===== config.mk =====
export PLATFORM = sky130hd
export DESIGN_NAME = huff_block_scheduler
export DESIGN_NICKNAME = d
export VERILOG_FILES = /design/src/rtl/huff_pkg.sv /design/src/rtl/huff_zigzag_rom.sv /design/src/rtl/huff_block_scheduler.sv
export SDC_FILE = /design/constraint.sdc
export NUM_CORES = 1
export LEC_CHECK = 0
export CAP_MARGIN = 20
export CELL_PAD_IN_SITES_DETAIL_PLACEMENT = 1
export CELL_PAD_IN_SITES_GLOBAL_PLACEMENT = 2
export CORE_UTILIZATION = 45
export CTS_BUF_LIST = sky130_fd_sc_hd__clkbuf_4
export CTS_CLUSTER_DIAMETER = 80
export CTS_CLUSTER_SIZE = 8
export DETAILED_ROUTE_END_ITERATION = 8
export DONT_BUFFER_PORTS = 1
export PLACE_DENSITY = 0.74
export SYNTH_ARGS = -nofsm -noshare
export SYNTH_HDL_FRONTEND = slang
export SYNTH_SLANG_ARGS = --single-unit

===== constraint.sdc =====
create_clock -name clk -period 5.2 [get_ports clk]
set_clock_uncertainty 0.1 [all_clocks]
set_input_delay 0.52 -clock clk [delete_from_list [all_inputs] [get_ports clk]]
set_output_delay 0.52 -clock clk [all_outputs]
set_load 0.1 [all_outputs]

===== src/rtl/huff_pkg.sv =====
// Shared definitions for the Huffman block scheduler: block size, FSM states,
// zigzag scan tables and the default end-of-block code.
package huff_pkg;

  localparam int unsigned BLK_N = 64;

  localparam logic [15:0] EOB_CODE_DEF = 16'h000A;

  typedef enum logic [1:0] {
    LOAD,
    EMIT,
    EOB
  } state_e;

  // Zigzag scan position -> raster index of an 8x8 block.
  localparam logic [5:0] ZZ_TO_RASTER [BLK_N] = '{
    6'd0,  6'd1,  6'd8,  6'd16, 6'd9,  6'd2,  6'd3,  6'd10,
    6'd17, 6'd24, 6'd32, 6'd25, 6'd18, 6'd11, 6'd4,  6'd5,
    6'd12, 6'd19, 6'd26, 6'd33, 6'd40, 6'd48, 6'd41, 6'd34,
    6'd27, 6'd20, 6'd13, 6'd6,  6'd7,  6'd14, 6'd21, 6'd28,
    6'd35, 6'd42, 6'd49, 6'd56, 6'd57, 6'd50, 6'd43, 6'd36,
    6'd29, 6'd22, 6'd15, 6'd23, 6'd30, 6'd37, 6'd44, 6'd51,
    6'd58, 6'd59, 6'd52, 6'd45, 6'd38, 6'd31, 6'd39, 6'd46,
    6'd53, 6'd60, 6'd61, 6'd54, 6'd47, 6'd55, 6'd62, 6'd63
  };

  // Raster index -> zigzag scan position (inverse of the table above).
  localparam logic [5:0] RASTER_TO_ZZ [BLK_N] = '{
    6'd0,  6'd1,  6'd5,  6'd6,  6'd14, 6'd15, 6'd27, 6'd28,
    6'd2,  6'd4,  6'd7,  6'd13, 6'd16, 6'd26, 6'd29, 6'd42,
    6'd3,  6'd8,  6'd12, 6'd17, 6'd25, 6'd30, 6'd41, 6'd43,
    6'd9,  6'd11, 6'd18, 6'd24, 6'd31, 6'd40, 6'd44, 6'd53,
    6'd10, 6'd19, 6'd23, 6'd32, 6'd39, 6'd45, 6'd52, 6'd54,
    6'd20, 6'd22, 6'd33, 6'd38, 6'd46, 6'd51, 6'd55, 6'd60,
    6'd21, 6'd34, 6'd37, 6'd47, 6'd50, 6'd56, 6'd59, 6'd61,
    6'd35, 6'd36, 6'd48, 6'd49, 6'd57, 6'd58, 6'd62, 6'd63
  };

endpackage


===== src/rtl/huff_zigzag_rom.sv =====
// Combinational zigzag lookup; TO_RASTER selects zz->raster, otherwise raster->zz.
module huff_zigzag_rom
  import huff_pkg::*;
#(
  parameter bit TO_RASTER = 1'b1
) (
  input  logic [5:0] idx_in,
  output logic [5:0] idx_out
);

  always_comb begin
    idx_out = TO_RASTER ? ZZ_TO_RASTER[idx_in] : RASTER_TO_ZZ[idx_in];
  end

endmodule


===== src/rtl/huff_block_scheduler.sv =====
// Buffers one raster-order 8x8 block, then replays it in zigzag order through
// the shared Huffman encoder, truncating after the last nonzero and adding EOB.
module huff_block_scheduler
  import huff_pkg::*;
#(
  parameter int unsigned       COEF_W   = 32,
  parameter int unsigned       CODE_W   = 16,
  parameter logic [CODE_W-1:0] EOB_CODE = CODE_W'(EOB_CODE_DEF)
) (
  input  logic              clk,
  input  logic              rst,
  input  logic [COEF_W-1:0] coef_in,
  input  logic              coef_valid,
  output logic              coef_ready,
  output logic [15:0]       enc_sym,
  input  logic [CODE_W-1:0] enc_code,
  output logic [CODE_W-1:0] code_out,
  output logic              code_valid,
  input  logic              code_ready,
  output logic              code_is_eob,
  output logic              block_done
);

  state_e            state_q, state_d;
  logic [5:0]        load_cnt_q, load_cnt_d;
  logic [5:0]        scan_cnt_q, scan_cnt_d;
  logic [5:0]        last_nz_q, last_nz_d;
  logic              sym_vld_q, sym_vld_d;
  logic [15:0]       enc_sym_q, enc_sym_d;
  logic [CODE_W-1:0] code_out_q, code_out_d;
  logic              code_valid_q, code_valid_d;
  logic              code_is_eob_q, code_is_eob_d;
  logic              code_final_q, code_final_d;

  logic [15:0]        buf_q [BLK_N];
  logic               buf_we;
  logic [15:0]        coef_sym;
  logic [COEF_W-17:0] unused_coef_lsbs;
  logic [5:0]         load_zz;
  logic [5:0]         scan_addr;
  logic [5:0]         scan_raster;
  logic               out_free;

  assign coef_sym         = coef_in[COEF_W-1 -: 16];
  assign unused_coef_lsbs = coef_in[COEF_W-17:0];
  assign out_free         = !code_valid_q || code_ready;

  // enc_sym is registered: while a symbol is staged, the ROM looks one
  // position ahead so the next symbol is ready as the current code is taken.
  assign scan_addr = sym_vld_q ? scan_cnt_q + 6'd1 : scan_cnt_q;

  huff_zigzag_rom #(.TO_RASTER(1'b0)) u_load_rom (
    .idx_in  (load_cnt_q),
    .idx_out (load_zz)
  );

  huff_zigzag_rom #(.TO_RASTER(1'b1)) u_scan_rom (
    .idx_in  (scan_addr),
    .idx_out (scan_raster)
  );

  always_comb begin
    state_d       = state_q;
    load_cnt_d    = load_cnt_q;
    scan_cnt_d    = scan_cnt_q;
    last_nz_d     = last_nz_q;
    sym_vld_d     = sym_vld_q;
    enc_sym_d     = enc_sym_q;
    code_out_d    = code_out_q;
    code_valid_d  = code_valid_q;
    code_is_eob_d = code_is_eob_q;
    code_final_d  = code_final_q;
    buf_we        = 1'b0;

    if (code_valid_q && code_ready) begin
      code_valid_d = 1'b0;
    end

    case (state_q)
      LOAD: begin
        if (coef_valid) begin
          buf_we     = 1'b1;
          load_cnt_d = load_cnt_q + 6'd1;
          if (coef_sym != '0 && load_zz > last_nz_q) begin
            last_nz_d = load_zz;
          end
          if (load_cnt_q == 6'd63) begin
            state_d    = EMIT;
            load_cnt_d = '0;
            scan_cnt_d = '0;
            sym_vld_d  = 1'b0;
          end
        end
      end

      EMIT: begin
        if (!sym_vld_q) begin
          enc_sym_d = buf_q[scan_raster];
          sym_vld_d = 1'b1;
        end else if (out_free) begin
          code_out_d    = enc_code;
          code_valid_d  = 1'b1;
          code_is_eob_d = 1'b0;
          code_final_d  = (scan_cnt_q == last_nz_q) && (last_nz_q == 6'd63);
          scan_cnt_d    = scan_cnt_q + 6'd1;
          enc_sym_d     = buf_q[scan_raster];
          if (scan_cnt_q == last_nz_q) begin
            sym_vld_d = 1'b0;
            if (last_nz_q == 6'd63) begin
              state_d   = LOAD;
              last_nz_d = '0;
            end else begin
              state_d = EOB;
            end
          end
        end
      end

      EOB: begin
        if (out_free) begin
          code_out_d    = EOB_CODE;
          code_valid_d  = 1'b1;
          code_is_eob_d = 1'b1;
          code_final_d  = 1'b1;
          state_d       = LOAD;
          last_nz_d     = '0;
        end
      end

      default: state_d = LOAD;
    endcase
  end

  always_ff @(posedge clk) begin
    if (rst) begin
      state_q       <= LOAD;
      load_cnt_q    <= '0;
      scan_cnt_q    <= '0;
      last_nz_q     <= '0;
      sym_vld_q     <= 1'b0;
      enc_sym_q     <= '0;
      code_out_q    <= '0;
      code_valid_q  <= 1'b0;
      code_is_eob_q <= 1'b0;
      code_final_q  <= 1'b0;
    end else begin
      state_q       <= state_d;
      load_cnt_q    <= load_cnt_d;
      scan_cnt_q    <= scan_cnt_d;
      last_nz_q     <= last_nz_d;
      sym_vld_q     <= sym_vld_d;
      enc_sym_q     <= enc_sym_d;
      code_out_q    <= code_out_d;
      code_valid_q  <= code_valid_d;
      code_is_eob_q <= code_is_eob_d;
      code_final_q  <= code_final_d;
    end
  end

  always_ff @(posedge clk) begin
    if (buf_we) begin
      buf_q[load_cnt_q] <= coef_sym;
    end
  end

  assign coef_ready  = (state_q == LOAD);
  assign enc_sym     = enc_sym_q;
  assign code_out    = code_out_q;
  assign code_valid  = code_valid_q;
  assign code_is_eob = code_is_eob_q;
  assign block_done  = code_valid_q && code_ready && code_final_q && !rst;

endmodule


==> results of run 1 <==
## final cells by class
| cell class | count | area, um2 |
|---|---|---|
| antenna | 19 | 47.5 |
| timing repair buffer | 259 | 2680 |
| fill | 9866 | 49700 |
| clock inverter | 8 | 72.6 |
| clock buffer | 198 | 1490 |
| sequential | 1080 | 31900 |
| inverter | 32 | 120 |
| tap | 1357 | 1700 |
| multi-input combinational | 1917 | 12600 |
## final timing paths
path | startpoint | end | slack [ns] | cells past startpoint
max reg2reg | scan_cnt_q[2]$_SDFFE_PP0P_ | enc_sym[9]$_SDFFE_PP0P_ | 0.17 | 16
max | scan_cnt_q[2]$_SDFFE_PP0P_ | enc_sym[9]$_SDFFE_PP0P_ | 0.17 | 16
min | coef_valid | load_cnt_q[2]$_SDFFE_PP0P_ | 0.21 | 3
min reg2reg | code_final_q$_SDFFE_PP0P_ | code_final_q$_SDFFE_PP0P_ | 0.37 | 2
## through the flow
stage / cells / setup WS [ns] / hold slack [ns] / area (um2) / TNS, ns
floorplan: 3261 / 1.24 / 0.342 / 45700 / 0
detailed placement: 4565 / -0.0337 / 0.359 / 47800 / -0.0337
global placement: 4565 / 0.113 / 0.346 / 47800 / 0
CTS: 4841 / 0.108 / 0.0772 / 50400 / 0
global route: 4863 / 0.0279 / 0.145 / 50600 / 0
finish: 4870 / 0.168 / 0.209 / 50600 / 0
## placed cells by master, fill, tap and decap left out, types with 21 or more instances in the layout
cell type | Yosys | layout
a211oi_1 | 116 | 116
a21oi_1 | 77 | 76
a22oi_1 | 21 | 21
a311oi_1 | 40 | 40
a31oi_1 | 38 | 38
a32o_1 | 29 | 28
and3_1 | 133 | 132
buf_12 | 0 | 21
buf_4 | 29 | 166
clkbuf_4 | 0 | 198
dfxtp_1 | 56 | 56
dlygate4sd3_1 | 0 | 53
edfxtp_1 | 1024 | 1024
ha_1 | 31 | 30
inv_1 | 27 | 26
mux2i_1 | 254 | 254
nand2_1 | 506 | 505
nand3_1 | 129 | 129
nor2_1 | 148 | 145
o211ai_1 | 21 | 21
o21ai_0 | 40 | 40
o21bai_1 | 28 | 28
o32ai_1 | 28 | 28
## where the power goes
part	total, mW	switching (mW)	internal (mW)
combinational	0.783	0.530	0.253
clock	4.66	2.88	1.78
sequential	9.85	0.265	9.58
total	15.3	3.67	11.6
## cell families after synthesis
family,synth area share [%]
and+or+nand+nor,10.7
muxes,5.76
DFF,69.8
AOI/OAI and AO/OA,9.44
xor gates and xnor gates,0.548
buffers and inverters,2.89
adders and majority gates,0.849
## flip-flops by register name, summed over array words and instances, names as in the netlist
signal	cells
buf_q	1024
code_is_eob	1
enc_sym	16
code_final_q	1
code_out	16
code_valid	1
sym_vld_q	1
last_nz_q	6
state_q	2
scan_cnt_q	6
load_cnt_q	6
## worst max-delay path: stages (launching register included)
cell and delay [ns]:
dfxtp_1 0.84, a21bo_1 0.38, nand2_2 0.23, inv_2 0.14, ha_1 0.21, inv_1 0.09
a21oi_1 0.10, a311oi_4 0.30, buf_4 0.18, nand2_4 0.15, buf_12 0.23, buf_4 0.24
nand2_1 0.10, a31oi_1 0.11, o311ai_0 0.92, or4_1 0.42, o211ai_1 0.14
## timing repair
action | in CTS | in global routing
setup buffers | 0 | 7
resized for setup | 2 | 8
setup endpoints to repair | 4 | 15
hold endpoints to repair | 1080 | 0
hold buffers | 70 | 0
pin swaps | 0 | 1
## metal layers
metal	wire [um]	global-route usage (%)	vias up
met4	4210	9.34	6
li1	-	-	12900
met5	38	0	-
met1	60700	37.1	15300
met2	64000	41.9	901
met3	8020	5.07	218
==> impl_metrics.json, run 1 <==
{
  "status": "finished, final reports clean",
  "syn_area_per_cell_um2": 14.0,
  "synth_edf_count": 1024,
  "drc": 0,
  "finalCoreUtilization_pct": 50.4,
  "root_buffer": "clkbuf_4",
  "timing.final.crit_share_pct": 96.8,
  "ant_nets": 0,
  "irDropWorstVdd_mv": 0.219,
  "firstDrtPassIters": 5,
  "syn_nets": 3344,
  "cts_tree": "yes",
  "yosysUniqueCellTypes": 89,
  "synthesis.area_mm2": 0.0457,
  "start_kind": "flip-flop",
  "netlist_instances": 3261,
  "cts_made_buffers": 153,
  "cts_buffer_depth": 3,
  "synth_top_cells_by_area": "edfxtp_1 67%, mux2i_1 5.6%, nand2_1 4.2%",
  "via_per_inst": 6.02,
  "synth_top_area_share_pct": 67.3,
  "gr-total-overflow": 0,
  "ys.flop_type": "edfxtp_1",
  "setup_viol_count_final": 0,
  "fmax_ghz": 0.199,
  "grt_max_degree": 119,
  "drive_gt1_share_pct": 14.0,
  "core-area_mm2": 0.100,
  "gp_congestion": 0.863,
  "max_slew.worst_pin.slew_ns": 1.20,
  "via_count": 29300,
  "numClockSinks": 1080,
  "grt_usage_pct": 26.7,
  "die_area_mm2": 0.103,
  "yosysTopAreaCell": "edfxtp_1",
  "synth_warnings": 0,
  "p_leak_nw": 17.9,
  "dp.final_hpwl_um": 79700,
  "yosysMostFrequentCell": "edfxtp_1",
  "num_rows": 116,
  "grt_first_pass_wirelength_um": 201000,
  "start_util_pct": 45.5,
  "die_y_um": 321,
  "end_kind": "flip-flop",
  "die_w_um": 321,
  "ys_seq_area_share_pct": 69.8,
  "htreeDepth": 4,
  "cap_violations": 0,
  "routed_wl_um": 137000,
  "synthTopCellsByCount": "1024 x edfxtp_1, 506 x nand2_1, 254 x mux2i_1",
  "total_power_mw": 15.3,
  "fin_crit_ns": 5.03,
  "slew_headroom_pct": 19.9,
  "hold_viol": 0,
  "worst_ep_required_time_ns": 6.05,
  "hp-class": "in -> reg",
  "clk_pin_slew_ns": 0.10,
  "grt_pass1_vias": 30000,
  "ys_ff_latch": 1080,
  "crit_arrival_ns": 5.88,
  "critPathKind": "reg -> reg",
  "io_buffers": 0,
  "async_flop_share_pct": 0,
  "rsz0062_at_grt": "no",
  "crit_fanout": 46,
  "powerDensity_mw_per_mm2": 302,
  "io-pin-count": 88,
  "avgRoutedWirePerCell_um": 28.1,
  "slew_violations": 0,
  "antenna_found_initial": 19,
  "drtIter0Drc": 2873,
  "final_nets": 3526,
  "clk_latency_ns": 1.10,
  "area_delta_synth_final_pct": 10.8
}
Power figures use the tool's default switching activity.
==> run 2: changes to the inputs <==
- CELL_PAD_IN_SITES_DETAIL_PLACEMENT: 1 -> default
- CELL_PAD_IN_SITES_GLOBAL_PLACEMENT: 2 -> default
- PLACE_DENSITY: 0.74 -> 0.57
==> run 2 against run 1 <==
  * Routed wire length shrank 5.9%
  * Sequential power about the same
  * Final area is essentially flat
  * Clock power up 3%
  * Sequential share of layout area is essentially flat
  * Worst setup slack improved by 0.025 ns
  * Die area stayed put
  * Power grew 0.78%
  * Register-to-register slack improved by 0.03 ns
  * Global-route usage fell by 1.6 points
  * Via count is 1.2% lower
  * Utilization is essentially flat
==> impl_metrics.json, run 2 (synthesized netlist as in run 1, its figures left out) <==
{
  "max_slew.worst_pin.slew_ns": 1.12,
  "cts_made_buffers": 154,
  "start_util_pct": 45.5,
  "dp.final_hpwl_um": 73100,
  "clk_pin_slew_ns": 0.09,
  "comb_power_share_pct": 5.0,
  "rsz0062_at_grt": "no",
  "io_buffers": 0,
  "largest_register": "buf_q",
  "cts_tree": "yes",
  "cts_buffer_depth": 3,
  "core-area_mm2": 0.100,
  "die_y_um": 321,
  "drc": 0,
  "slew_violations": 0,
  "clk_latency_ns": 1.08,
  "hp-class": "in -> reg",
  "p_clk_share_pct": 31.2,
  "root_buffer": "clkbuf_4",
  "ant_nets": 0,
  "io-pin-count": 88,
  "setup_viol_count_final": 0,
  "layout_common_cells": "1024 x edfxtp_1, 505 x nand2_1, 254 x mux2i_1",
  "die_w_um": 321,
  "critPathSlowestCell": "a2111oi_2",
  "irDropWorstVdd_mv": 0.236,
  "finalCoreUtilization_pct": 50.4,
  "critPathKind": "reg -> reg",
  "gr-total-overflow": 0,
  "start_kind": "flip-flop",
  "via_count": 29000,
  "crit_arrival_ns": 5.89,
  "drtIter0Drc": 3304,
  "sw_frac_of_total_pct": 23.5,
  "seqPwrFrac_pct": 63.8,
  "routed_wl_um": 129000,
  "cp_cell_sequence": "ha_1 > mux2_2 > inv_1 > ha_1 > inv_1 > xnor3_1 > o21ai_0 > o221ai_2 > buf_4 > nand3_4 > nor4_2 > buf_4 > a32o_1 > a2111oi_2 > nand4bb_1 > o211ai_1",
  "design_area_mm2": 0.0506,
  "grt_max_degree": 102,
  "fmax_ghz": 0.200,
  "worst_ep_required_time_ns": 6.08,
  "end_kind": "flip-flop",
  "grt_pass1_vias": 28300,
  "slew_headroom_pct": 25.0,
  "firstDrtPassIters": 5,
  "timing.final.crit_share_pct": 96.3,
  "numClockSinks": 1080,
  "crit_fanout": 13,
  "num_rows": 116,
  "final_nets": 3508,
  "place_area_mm2": 0.0478,
  "grt_first_pass_wirelength_um": 188000,
  "largest_reg_flops": 1024,
  "p_switching_mw": 3.63,
  "antenna_found_initial": 14,
  "powerDensity_mw_per_mm2": 305,
  "final_common_cell": "edfxtp_1",
  "avgRoutedWirePerCell_um": 26.5,
  "max_stage_delay_ns": 0.64,
  "die_area_mm2": 0.103,
  "grt_usage_pct": 25.1,
  "total_power_mw": 15.4,
  "setup_tns_ns": 0,
  "p_leak_nw": 17.9,
  "timing.hold.ws_ns": 0.189,
  "via_per_inst": 5.96,
  "hold_viol": 0,
  "gp_congestion": 0.867,
  "drive_gt1_share_pct": 13.6,
  "area_delta_synth_final_pct": 10.7,
  "fin_crit_ns": 5.01,
  "htreeDepth": 4,
  "p_int_mw": 11.8,
  "status": "finished, final reports clean",
  "cap_violations": 0
}
run 2: metal layers:
layer	GRT usage (%)	vias up	share of wire, %	routed length, um
met3	5.18	199	9.1	11700
met1	35.8	14600	43	54800
met4	7.85	12	2.3	3020
li1	-	12900	-	-
met2	38.5	1228	46	59300
met5	0	-	0.062	80
run 2: layout make-up:
cell class | count | area [um2]
Clock buffer | 200 | 1500
Timing Repair Buffer | 240 | 2560
Antenna cell | 11 | 27.5
Fill cell | 8556 | 49700
Sequential cell | 1080 | 31900
Clock inverter | 19 | 193
Tap cell | 1357 | 1700
Multi-Input combinational cell | 1917 | 12600
Inverter | 32 | 120
run 2: critical path, delay by kind of cell (launching register included):
kind                       cells  cell delay, ns
AOI/OAI and AO/OA              5            1.56
adders and majority gates      2            0.70
and+or+nand+nor                3            0.60
muxes                          1            0.38
buffers and inverters          4            0.89
DFF                            1            0.31
xor gates and xnor gates       1            0.35
run 2: path summary, 6_finish.rpt:
path	startpoint	to	slack, ns	depth (start not counted)
setup / recovery	scan_cnt_q[0]$_SDFFE_PP0P_	enc_sym[8]$_SDFFE_PP0P_	0.19	16
hold / removal	coef_valid	load_cnt_q[1]$_SDFFE_PP0P_	0.19	3
setup reg to reg	scan_cnt_q[0]$_SDFFE_PP0P_	enc_sym[8]$_SDFFE_PP0P_	0.19	16
hold reg to reg	code_final_q$_SDFFE_PP0P_	code_final_q$_SDFFE_PP0P_	0.39	2
run 2: what timing repair did:
item                       4_1_cts  5_1_grt
gates resized for setup          0        2
hold endpoints to repair      1080        0
buffers inserted                 0        3
hold buffers                    70        0
setup endpoints to repair        0       13
run 2: metrics by stage:
step,cells,setup WS (ns)
2_1_floorplan,3261,1.24
3_3_place_gp,4549,0.215
3_5_place_dp,4552,0.181
4_1_cts,4841,0.0749
5_1_grt,4853,0.0103
6_report,4856,0.193
run 2: power groups by stage:
stage               Sequential [mW]  Combinational (mW)  Clock, mW
global route                   9.84               0.814       5.29
global placement               10.0               0.470          0
finish                         9.84               0.765       4.81
detailed placement             10.0               0.490          0
CTS                            9.84               0.749       4.95
floorplan                      10.0               0.313          0
